File: src/rtl/sd_cmd_framer_if.sv
// Signal bundle between the SD read controller, the command framer and the
// byte-wide SPI engine. The framer sits on the slave modport; whatever drives
// commands and services byte transfers uses the master modport.
interface sd_cmd_framer_if;
  // command request from the sector-read controller
  logic [5:0]  cmd_index;
  logic [31:0] cmd_arg;
  logic        cmd_valid;
  logic        cmd_ready;
  logic        busy;
  // R1 result back upstream
  logic [7:0]  resp_r1;
  logic        resp_valid;
  logic        resp_timeout;
  // byte transfer handshake with the SPI engine
  logic [7:0]  byte_tx;
  logic        byte_trigger;
  logic [7:0]  byte_rx;
  logic        byte_done;

  modport slave (
    input  cmd_index, cmd_arg, cmd_valid, byte_rx, byte_done,
    output cmd_ready, busy, resp_r1, resp_valid, resp_timeout,
           byte_tx, byte_trigger
  );

  modport master (
    output cmd_index, cmd_arg, cmd_valid, byte_rx, byte_done,
    input  cmd_ready, busy, resp_r1, resp_valid, resp_timeout,
           byte_tx, byte_trigger
  );
endinterface

File: src/rtl/sd_cmd_framer.sv
// SD SPI-mode command framer: builds {01, index, arg, crc7, 1}, ships it as
// six byte transfers, then polls with 0xFF until an R1 byte (bit7 = 0) shows
// up or the poll budget runs out. Result leaves as a one-cycle resp_valid.
module sd_cmd_framer #(
  parameter int RESP_POLL_MAX = 8
) (
  input  logic           clk,
  input  logic           rst,
  sd_cmd_framer_if.slave bus
);

  typedef enum logic [1:0] {IDLE, SEND, POLL, DONE} state_t;

  localparam logic [7:0] POLL_LIMIT = 8'(RESP_POLL_MAX);
  localparam logic [2:0] LAST_BYTE  = 3'd5;

  // CRC7 (x^7 + x^3 + 1) advanced over one byte, MSB first.
  function automatic logic [6:0] crc7_byte(input logic [6:0] crc_in,
                                           input logic [7:0] data);
    logic [6:0] c;
    logic       fb;
    c = crc_in;
    for (int i = 7; i >= 0; i--) begin
      fb = c[6] ^ data[i];
      c  = {c[5:0], 1'b0};
      if (fb) c = c ^ 7'h09;
    end
    return c;
  endfunction

  state_t      state;
  logic [39:0] frame;      // {2'b01, index, arg} latched at accept
  logic [2:0]  byte_idx;   // frame byte currently in flight
  logic [7:0]  poll_cnt;   // poll bytes already answered with bit7=1
  logic [6:0]  crc;

  logic        cmd_ready_r;
  logic        busy_r;
  logic [7:0]  resp_r1_r;
  logic        resp_valid_r;
  logic        resp_timeout_r;
  logic [7:0]  byte_tx_r;
  logic        byte_trigger_r;

  logic [2:0]  next_idx;
  logic [7:0]  next_byte;
  logic [7:0]  poll_nxt;
  logic [7:0]  first_byte;

  assign next_idx   = byte_idx + 3'd1;
  assign poll_nxt   = poll_cnt + 8'd1;
  assign first_byte = {2'b01, bus.cmd_index};

  // Pick the frame byte that follows the one in flight. Byte 5 carries the
  // CRC, which is already final because byte 4 updated it when triggered.
  always_comb begin
    next_byte = 8'hFF;
    case (next_idx)
      3'd1:    next_byte = frame[31:24];
      3'd2:    next_byte = frame[23:16];
      3'd3:    next_byte = frame[15:8];
      3'd4:    next_byte = frame[7:0];
      default: next_byte = {crc, 1'b1};
    endcase
  end

  // Main control FSM; every output is a register so the SPI side sees clean
  // single-cycle trigger pulses and stable byte_tx.
  always_ff @(posedge clk) begin
    if (rst) begin
      state          <= IDLE;
      frame          <= '0;
      byte_idx       <= '0;
      poll_cnt       <= '0;
      crc            <= '0;
      cmd_ready_r    <= 1'b1;
      busy_r         <= 1'b0;
      resp_r1_r      <= 8'hFF;
      resp_valid_r   <= 1'b0;
      resp_timeout_r <= 1'b0;
      byte_tx_r      <= 8'hFF;
      byte_trigger_r <= 1'b0;
    end else begin
      byte_trigger_r <= 1'b0;
      resp_valid_r   <= 1'b0;
      case (state)
        IDLE: begin
          if (bus.cmd_valid) begin
            // byte 0 goes out right away, so CRC starts from 0 and absorbs it now
            frame          <= {first_byte, bus.cmd_arg};
            byte_idx       <= '0;
            poll_cnt       <= '0;
            resp_timeout_r <= 1'b0;
            crc            <= crc7_byte(7'h00, first_byte);
            byte_tx_r      <= first_byte;
            byte_trigger_r <= 1'b1;
            cmd_ready_r    <= 1'b0;
            busy_r         <= 1'b1;
            state          <= SEND;
          end
        end
        SEND: begin
          if (bus.byte_done) begin
            if (byte_idx == LAST_BYTE) begin
              byte_tx_r      <= 8'hFF;
              byte_trigger_r <= 1'b1;
              state          <= POLL;
            end else begin
              byte_idx       <= next_idx;
              byte_tx_r      <= next_byte;
              byte_trigger_r <= 1'b1;
              if (next_idx != LAST_BYTE)
                crc <= crc7_byte(crc, next_byte);
            end
          end
        end
        POLL: begin
          if (bus.byte_done) begin
            if (!bus.byte_rx[7]) begin
              resp_r1_r    <= bus.byte_rx;
              resp_valid_r <= 1'b1;
              state        <= DONE;
            end else if (poll_nxt == POLL_LIMIT) begin
              resp_r1_r      <= 8'hFF;
              resp_timeout_r <= 1'b1;
              resp_valid_r   <= 1'b1;
              poll_cnt       <= poll_nxt;
              state          <= DONE;
            end else begin
              poll_cnt       <= poll_nxt;
              byte_tx_r      <= 8'hFF;
              byte_trigger_r <= 1'b1;
            end
          end
        end
        DONE: begin
          cmd_ready_r <= 1'b1;
          busy_r      <= 1'b0;
          state       <= IDLE;
        end
        default: state <= IDLE;
      endcase
    end
  end

  assign bus.cmd_ready    = cmd_ready_r;
  assign bus.busy         = busy_r;
  assign bus.resp_r1      = resp_r1_r;
  assign bus.resp_valid   = resp_valid_r;
  assign bus.resp_timeout = resp_timeout_r;
  assign bus.byte_tx      = byte_tx_r;
  assign bus.byte_trigger = byte_trigger_r;

endmodule

File: src/flat_wrapper.sv
// flat-port wrapper written by rule: the top's interface ports become plain ports
module sd_cmd_framer_flat 
#(
  parameter int RESP_POLL_MAX = 8
)
  (clk, rst, bus_cmd_index, bus_cmd_arg, bus_cmd_valid, bus_byte_rx, bus_byte_done, bus_cmd_ready, bus_busy, bus_resp_r1, bus_resp_valid, bus_resp_timeout, bus_byte_tx, bus_byte_trigger);
  sd_cmd_framer_if bus_i ();
  input  logic clk;
  input  logic rst;
  input wire logic [$bits(bus_i.cmd_index)-1:0] bus_cmd_index;
  input wire logic [$bits(bus_i.cmd_arg)-1:0] bus_cmd_arg;
  input wire logic [$bits(bus_i.cmd_valid)-1:0] bus_cmd_valid;
  input wire logic [$bits(bus_i.byte_rx)-1:0] bus_byte_rx;
  input wire logic [$bits(bus_i.byte_done)-1:0] bus_byte_done;
  output wire logic [$bits(bus_i.cmd_ready)-1:0] bus_cmd_ready;
  output wire logic [$bits(bus_i.busy)-1:0] bus_busy;
  output wire logic [$bits(bus_i.resp_r1)-1:0] bus_resp_r1;
  output wire logic [$bits(bus_i.resp_valid)-1:0] bus_resp_valid;
  output wire logic [$bits(bus_i.resp_timeout)-1:0] bus_resp_timeout;
  output wire logic [$bits(bus_i.byte_tx)-1:0] bus_byte_tx;
  output wire logic [$bits(bus_i.byte_trigger)-1:0] bus_byte_trigger;
  assign bus_i.cmd_index = bus_cmd_index;
  assign bus_i.cmd_arg = bus_cmd_arg;
  assign bus_i.cmd_valid = bus_cmd_valid;
  assign bus_i.byte_rx = bus_byte_rx;
  assign bus_i.byte_done = bus_byte_done;
  assign bus_cmd_ready = bus_i.cmd_ready;
  assign bus_busy = bus_i.busy;
  assign bus_resp_r1 = bus_i.resp_r1;
  assign bus_resp_valid = bus_i.resp_valid;
  assign bus_resp_timeout = bus_i.resp_timeout;
  assign bus_byte_tx = bus_i.byte_tx;
  assign bus_byte_trigger = bus_i.byte_trigger;
  sd_cmd_framer #(.RESP_POLL_MAX(RESP_POLL_MAX)) u_core (.clk(clk), .rst(rst), .bus(bus_i));
endmodule
File: config.mk
export PLATFORM = sky130hd
export DESIGN_NAME = sd_cmd_framer_flat
export DESIGN_NICKNAME = d
export VERILOG_FILES = /design/src/rtl/sd_cmd_framer_if.sv /design/src/rtl/sd_cmd_framer.sv /design/src/flat_wrapper.sv
export SDC_FILE = /design/constraint.sdc
export NUM_CORES = 1
export LEC_CHECK = 0
export BUFFER_PORTS_ARGS = -buffer_cell sky130_fd_sc_hd__clkbuf_2
export CAP_MARGIN = 25
export CORE_UTILIZATION = 40
export CTS_CLUSTER_SIZE = 28
export DETAILED_ROUTE_END_ITERATION = 6
export PLACE_DENSITY_LB_ADDON = 0.05
export SYNTH_ARGS = -nofsm -noshare
export SYNTH_HDL_FRONTEND = slang
export SYNTH_SLANG_ARGS = --single-unit
File: constraint.sdc
create_clock -name clk -period 2.85 [get_ports clk]
set_clock_uncertainty 0.2 [all_clocks]
set_input_delay 0.1425 -clock clk [delete_from_list [all_inputs] [get_ports clk]]
set_output_delay 0.1425 -clock clk [all_outputs]
set_load 0.01 [all_outputs]
==> results of run 1 <==
==> layer usage <==
layer | wire [microns] | vias to the layer above | track usage | part of all wire
li1 | - | 1935 | - | -
met3 | 417 | 8 | 0.0422 | 0.040
met4 | 103 | 0 | 0.0645 | 0.0099
met2 | 4940 | 75 | 0.356 | 0.47
met5 | 0 | - | 0 | 0
met1 | 4950 | 1739 | 0.297 | 0.48
==> final timing paths <==
kind                                        start                                 end  slack, ns
setup / recovery  u_core.byte_idx[0]$_SDFFE_PP0P_          u_core.crc[6]$_SDFFE_PP0P_       0.17
hold reg to reg     u_core.frame[28]$_SDFFE_PP0P_       u_core.frame[28]$_SDFFE_PP0P_       0.26
setup reg to reg  u_core.byte_idx[0]$_SDFFE_PP0P_          u_core.crc[6]$_SDFFE_PP0P_       0.17
hold / removal                      bus_byte_done  u_core.bus.byte_trigger$_SDFF_PP0_       0.04
==> worst max-delay path: stages (launching register included) <==
cell and delay [ns]:
dfxtp_2 0.39, inv_1 0.08, ha_1 0.32, a222oi_1 0.48, nand3_1 0.13, a32o_1 0.32, xor2_1 0.19, xnor2_1 0.14
a211oi_1 0.23, nor3_1 0.07
==> layout by cell type (no fill, tap or decap), types with 7 or more instances in the layout <==
master / netlist / layout
nand3_1: 11 / 11
ha_1: 10 / 8
inv_1: 8 / 8
nor3_1: 8 / 8
nand2_1: 93 / 93
a21oi_1: 69 / 69
nor2_1: 41 / 41
a222oi_1: 8 / 8
dlygate4sd3_1: 0 / 44
buf_4: 0 / 18
a211oi_1: 7 / 7
clkbuf_8: 0 / 9
clkbuf_2: 1 / 70
o21ai_0: 16 / 16
nor4_1: 7 / 7
xnor2_1: 12 / 12
dfxtp_1: 73 / 72
==> logic make-up after synthesis <==
logic type | share of synthesized area
AOI/OAI and AO/OA | 0.241
xor gates and xnor gates | 0.0543
adders and majority gates | 0.0329
buffers and inverters | 0.0448
DFF | 0.384
muxes | 0.0158
and+or+nand+nor | 0.227
==> what timing repair did <==
item	CTS	global route
buffers inserted	0	3
setup endpoints to repair	0	7
hold endpoints to repair	44	0
hold buffers	44	0
gates resized for setup	0	4
==> where the power goes <==
part	switching (W)	total, W	leakage, nW	internal [W]
combinational	0.00113	0.00194	1.32	0.000810
clock	0.000423	0.000749	0.0835	0.000325
sequential	0.000170	0.00141	0.599	0.00124
total	0.00173	0.00410	2.00	0.00237
==> state kept, by name, indices dropped and copies added (netlist names) <==
| name | count |
|---|---|
| u_core.frame | 32 |
| u_core.bus.byte_tx | 8 |
| u_core.bus.byte_trigger | 1 |
| u_core.byte_idx | 3 |
| u_core.poll_cnt | 8 |
| u_core.crc | 7 |
| u_core.bus.resp_valid | 1 |
| u_core.bus.resp_timeout | 1 |
| u_core.bus.cmd_ready | 1 |
| u_core.bus.resp_r1 | 8 |
| u_core.state | 2 |
| u_core.bus.busy | 1 |
==> layout make-up <==
type,instances,area (sq um)
inverter,8,30.0
multi-input combinational,372,2190
clock buffer,10,128
fill,961,4300
timing repair buffer,132,926
clock inverter,6,50.0
tap,129,161
sequential,73,1460
==> stage by stage <==
step                      power (W)  instances
after floorplan             0.00275        488
after global placement      0.00328        667
after detailed placement    0.00331        667
after CTS                   0.00412        727
after global routing        0.00442        730
final                       0.00410        730
==> results by stage, run 1 <==
Run status:
- The flow ran to the end, and the final reports show no timing, DRC or antenna violations.

Yosys:
- A synthesized cell averages 7.79 sq um.
- The async set-reset flop share out of synthesis is 0.
- The Yosys step of the flow raised 0 warnings.
- Of the synthesized area, sequential elements account for 0.384.
- The flop and latch count out of synthesis is 73.
- dfxtp_1 takes more of the synthesized area than any other cell.
- Of the post-synthesis cell area, the dominant cell type holds 0.384.
- The most used flip-flop cell after synthesis is dfxtp_1.
- Summing every instance area after synthesis gives 0.00380 sq mm.
- By area the synthesized netlist is led by dfxtp_1 38%, nand2_1 9.2%, a21oi_1 9.1%.
- The number of distinct library cells after synthesis is 56.
- The gate count of the mapped netlist is 488.
- The number of nets in the synthesized netlist is 548.
- The synthesized design contains 0 enable-type register cells.
- By instance count, the leading cell after synthesis is nand2_1.
- After synthesis, the most frequently instantiated cells are 93 x nand2_1, 73 x dfxtp_1, 69 x a21oi_1.

Floorplan:
- The full die area is 0.00990 sq mm.
- The number of core rows is 35.
- The initial core utilization is 0.412.
- For this design the top-level I/O count stands at 71.
- The core region area is 0.00924 sq mm.
- The die is 99.5 microns tall.
- The width of the die is 99.5 microns.

Power and ir drop:
- The worst-case IR drop observed on VDD is 0.410 mV.
- The power density over cell area is 828 mW/mm^2.
- The reported leakage power is 2.00 nW.

Global route:
- After global routing the overflow that remains totals 0.
- The initial antenna violation count is 0.
- The number of global-route vias before repair is 3516.
- The first global-routing pass estimated 17.1 mm of wire.
- For this run, the total global-route usage over all layers was measured as 0.220.
- The pin count of the biggest net entering global routing is 34.

Placement:
- The count of input and output buffers is 70.
- Summing all placed instances gives a cell area of 0.00429 sq mm.
- The congestion estimate from routability-driven global placement came to 0.875.
- Before CTS, the worst setup slack after placement is 0.0594 ns.
- The HPWL after detailed placement is 7.31 mm.

Route:
- Using the TritonRoute via totals, the vias-per-cell ratio works out to 5.15.
- The average wire per cell in the routed design is 14.3 microns.
- After the first detailed-routing iteration, the DRC count stood at 186.
- For this run, design rule violations remaining after detail routing come to 0.
- The via count is 3757.
- The number of nets with antenna violations after routing is 0.
- Before antenna repair, the detailed router went through 5 iterations.
- The final layout contains routed wiring with a total length of 10.4 mm.

Timing:
- Setup repair after global routing left no endpoint under its margin.
- The maximum clock frequency is 373 MHz.
- The hold violation count in the final report is 0.
- The number of pins exceeding their max-slew limit in the final report came to 0.
- Dividing the final minimum period by the clock period gives 0.942.
- Subtracting the final worst setup slack from the clock period gives 2.68 ns.
- The worst hold slack across all endpoints is 0.0370 ns.
- The total negative setup slack is 0 ns.
- After layout, the worst setup slack is 0.166 ns.
- At the pin with the least slew margin, the transition time is 0.727 ns.
- Setup violations remaining at the end of the flow were counted as 0.
- The normalized max-slew margin is 0.515.

Clock network:
- Clock tree synthesis selected as its root buffer the cell clkbuf_8.
- In this run the number of H-tree levels came out at 3.
- The clock latency of the later-clocked register in the worst-skew pair is 0.35 ns.
- No sink is reached through more buffers than the 2 on the longest clock path.
- The total clock sinks is 73.
- Clock tree synthesis inserted a total of 9 buffers.
- TritonCTS built the clock tree.
- After clock tree synthesis, the clock-pin slew on the worst setup and hold paths is 0.09 ns.

Final layout:
- Compared with the post-synthesis result, the final layout area differs by 30.0%.
- The antenna cell count is 0.
- The net count of the finished layout is 656.
- The post-route core utilization is 0.535.
- The share of layout cells above drive strength 1 is 0.195.
- Once layout is done, the placed cells without fillers occupy 0.00494 sq mm.

Worst hold path:
- The worst hold path was traced through 3 stages.
- The worst hold path belongs to the class in -> reg.

Flow run:
- Max-cap violations in this run came to 0.

Worst setup path:
- STA classifies the critical path endpoint as a flip-flop.
- Measured in cells, the most critical reg-to-reg path has a length of 9.
- The path type of the worst setup path is reg -> reg.
- The element type at the critical path start is a flip-flop.
- For the worst setup path, the data arrival time is 2.69 ns.
- Data on the critical path is required at its endpoint by 2.85 ns.
- In this run the worst path has a maximum fanout of 9.
No activity file was read; power rests on OpenSTA's default activity.
==> run 2, diff against run 1 <==
PLACE_DENSITY = 0.59   (was unset)
PLACE_DENSITY_LB_ADDON = unset   (was 0.05)
==> run 2 against run 1 <==
  * Cell count decreased by 0.27%
  * Worst setup slack better by 0.036 ns
  * Largest power group unchanged
  * Sequential share of layout area down 0.082 points
  * Hold slack better by 0.035 ns
  * Critical endpoint is now u_core.bus.byte_tx[0]$_SDFFE_PP1P_
  * Sequential power hardly changed
  * Critical path depth stayed put
==> results by stage, run 2 (synthesized netlist as in run 1, its figures left out) <==
Placement:
- The count of input and output buffers was 70 (unchanged).
- The placer's final routability congestion estimate came to 0.873 (-0.23%).
- The post-DP HPWL came to 7.25 mm (-0.78%).

Clock network:
- The clock latency of the later-clocked register in the worst-skew pair is 0.34 ns (about the same).
- Clock tree synthesis selected as its root buffer the cell clkbuf_8.
- The total clock sinks is 73 (unchanged).
- TritonCTS built the clock tree.
- The clock buffer count from CTS is 9 (unchanged).
- The number of levels in the clock H-tree is 3 (unchanged).
- The number of buffers between clock root and the deepest sink is 2 (unchanged).
- The clock-pin slew reported for the worst setup and hold paths after clock tree synthesis is 0.08 ns (about the same).

Power and ir drop:
- The clock share of power is 0.197 (+0.014).
- The relative contribution of sequential cells to total power came to 0.342 (about the same).
- The power density over cell area is 835 mW/mm^2 (+0.79%).
- The reported leakage power was 2.00 nW (about the same).
- The reported net switching power is 0.00168 W (-2.7%).
- The combinational share of power was 0.460 (-0.014).
- The share of total power consumed by net switching is 0.405 (-0.0157).
- The largest voltage drop on the vdd net is 0.336 mV (-18%).
- The internal power contribution is 0.00246 W (+3.8%).
- The sum of internal, switching and leakage power came to 0.00414 W (+1.1%).

Floorplan:
- The initial core utilization is 0.412 (unchanged).
- The number of core rows is 35 (unchanged).
- The core region area came to 0.00924 sq mm (unchanged).
- The height of the chip is 99.5 microns (unchanged).
- The I/O pin total is 71 (unchanged).
- The full die area came to 0.00990 sq mm (unchanged).
- The width of the die came to 99.5 microns (unchanged).

Route:
- The via density per instance is 5.16 (+0.25%).
- The final wirelength is 10.3 mm (-1.1%).
- The via count is 3756 (-0.027%).
- The initial DRC count is 164 (-12%).
- The number of nets with antenna violations after routing came to 0 (unchanged).
- The number of remaining DRC errors is 0 (unchanged).
- The average wire per cell in the routed design is 14.1 microns (-0.87%).
- The length of the first detailed-routing pass in iterations is 4 (-1).

Worst hold path:
- The startpoint of the lowest-slack hold path is bus_byte_rx[7].
- The min-delay analysis places its worst path in the category in -> reg.

Worst setup path:
- The largest fanout on the critical path is 11 (+2).
- The startpoint of the most critical register-to-register path is u_core.byte_idx[1]$_SDFFE_PP0P_.
- The maximum cell stage delay along the critical path came to 0.45 ns (-0.03 ns).
- The critical path in this run is classified as reg -> reg.
- The cell type group with the largest total delay on the critical path is compound AO/OA/AOI/OAI gates.
- The signal on the critical path passes through ha_1, xor2_2, buf_4, and2_1, a2111oi_0, o21ai_0, o21ai_0, nor2_1, a211o_1.
- The number of buffer and inverter instances along the worst setup path is 1 (unchanged).
- Among the stages of the critical path, the cell type that occurs most often is o21ai_0.
- The element type at the critical path start is a flip-flop.
- The master of the slowest instance on the critical path is a2111oi_0.
- The most critical setup path has its startpoint at u_core.byte_idx[1]$_SDFFE_PP0P_.
- The worst endpoint required time is 2.87 ns (+0.02 ns).
- The arrival time of data at the critical path endpoint is 2.67 ns (-0.02 ns).
- The type of destination of the critical path is a flip-flop.

Final layout:
- The synthesis-to-finish area growth is 30.4%.
- The register with the most flip-flops is u_core.frame.
- The number of nets in the layout came to 654 (-0.30%).
- In the layout the commonest cells are 93 x nand2_1, 72 x dfxtp_1, 70 x clkbuf_2.
- The share of layout cells above drive strength 1 came to 0.185 (-0.00937).
- The number of flip-flops in the largest register is 32 (unchanged).
- The antenna cell count came to 0 (unchanged).
- Leaving out fill and tap cells, the most frequent cell in the layout is nand2_1.

Timing:
- The time the worst path needs with I/O delays and setup is 2.65 ns (-0.0359 ns).
- The normalized max-slew margin is 0.594 (+0.0792).
- Setup repair after global routing left no endpoint under its margin.
- The total negative setup slack is 0 ns (unchanged).
- The number of pins exceeding their max-slew limit in the final report is 0 (unchanged).
- The slew at the pin closest to its max-slew limit is 0.608 ns (-0.119 ns).
- The number of failing setup endpoints in the final timing report is 0 (unchanged).
- The maximum clock frequency is 378 MHz (+1.4%).
- The fraction of the cycle the final worst path needs is 0.929 (-0.0126).
- The hold violation count in the final report is 0 (unchanged).

Global route:
- The pin count of the biggest net entering global routing is 48 (+41%).
- The aggregate global-route resource usage is 0.218 (-0.00154).
- The wire length of the first global-routing pass is 17.3 mm (+0.92%).
- The number of global-route vias before repair came to 3630 (+3.2%).
- The initial antenna violation count is 0 (unchanged).
- The aggregate global routing overflow came to 0 (unchanged).

Flow run:
- The max capacitance violation total is 0 (unchanged).

Run status:
- The flow ran to the end, and the final reports show no timing, DRC or antenna violations.
[run 2: cell count changes in the layout (fill, tap and decap cells not counted), moves of 2 or more]
cell,previous run,this run
dlygate4sd3_1,44,47
buf_4,18,12
clkinv_4,2,0
inv_6,2,0
[run 2: worst paths after layout]
check,to,slack (ns),depth (start not counted)
worst max register to register,u_core.bus.byte_tx[0]$_SDFFE_PP1P_,0.20,9
worst min-delay path,u_core.bus.resp_r1[2]$_SDFFE_PP1P_,0.07,3
worst max-delay path,u_core.bus.byte_tx[0]$_SDFFE_PP1P_,0.20,9
worst min register to register,u_core.frame[4]$_SDFFE_PP0P_,0.26,2
[run 2: cell type report]
cell class / instances / area, sq um
multi-input cells: 372 / 2180
flip-flops and latches: 73 / 1460
clock buffers: 12 / 145
clock inverters: 4 / 52.6
repair buffers: 130 / 931
inverters: 8 / 30.0
well taps: 129 / 161
fillers: 909 / 4280
[run 2: worst min-delay path, delay by kind of cell]
| family | cells | cell delay, ns |
|---|---|---|
| AND/OR/NAND/NOR | 1 | 0.10 |
| buffers and inverters | 1 | 0.23 |
| AO/OA/AOI/OAI | 1 | 0.10 |
[run 2: through the flow]
step	instance area (sq um)	hold WS [ns]	util	instances	setup slack (ns)
6_report	4960	0.0721	0.537	728	0.202
5_1_grt	4960	0.0904	0.537	728	0.0197
4_1_cts	4950	0.0472	0.536	728	0.0880
3_5_place_dp	4280	0.173	0.464	665	0.122
3_3_place_gp	4260	0.166	0.461	664	0.182
2_1_floorplan	3800	0.0785	-	488	0.380
[run 2: power by group through the flow]
stage	Combinational, W	Sequential (W)	Clock, W
after detailed placement	0.00185	0.00144	0
after global routing	0.00214	0.00144	0.000881
after CTS	0.00191	0.00142	0.000839
after global placement	0.00184	0.00144	0
after floorplan	0.00135	0.00141	0
final	0.00191	0.00142	0.000817
[run 2: timing repair]
action | 4_1_cts | 5_1_grt
hold buffers | 47 | 0
endpoints found under the setup margin | 0 | 9
endpoints found under the hold margin | 47 | 0
gates resized for setup | 0 | 3
buffers inserted | 0 | 0
[run 2: layer usage]
metal / global-route usage / wire length, microns / part of all wire / up-vias
li1: - / - / - / 1931
met1: 0.299 / 5150 / 0.50 / 1748
met2: 0.349 / 4730 / 0.46 / 63
met3: 0.0379 / 243 / 0.024 / 14
met4: 0.0679 / 157 / 0.015 / 0
met5: 0 / 0 / 0 / -
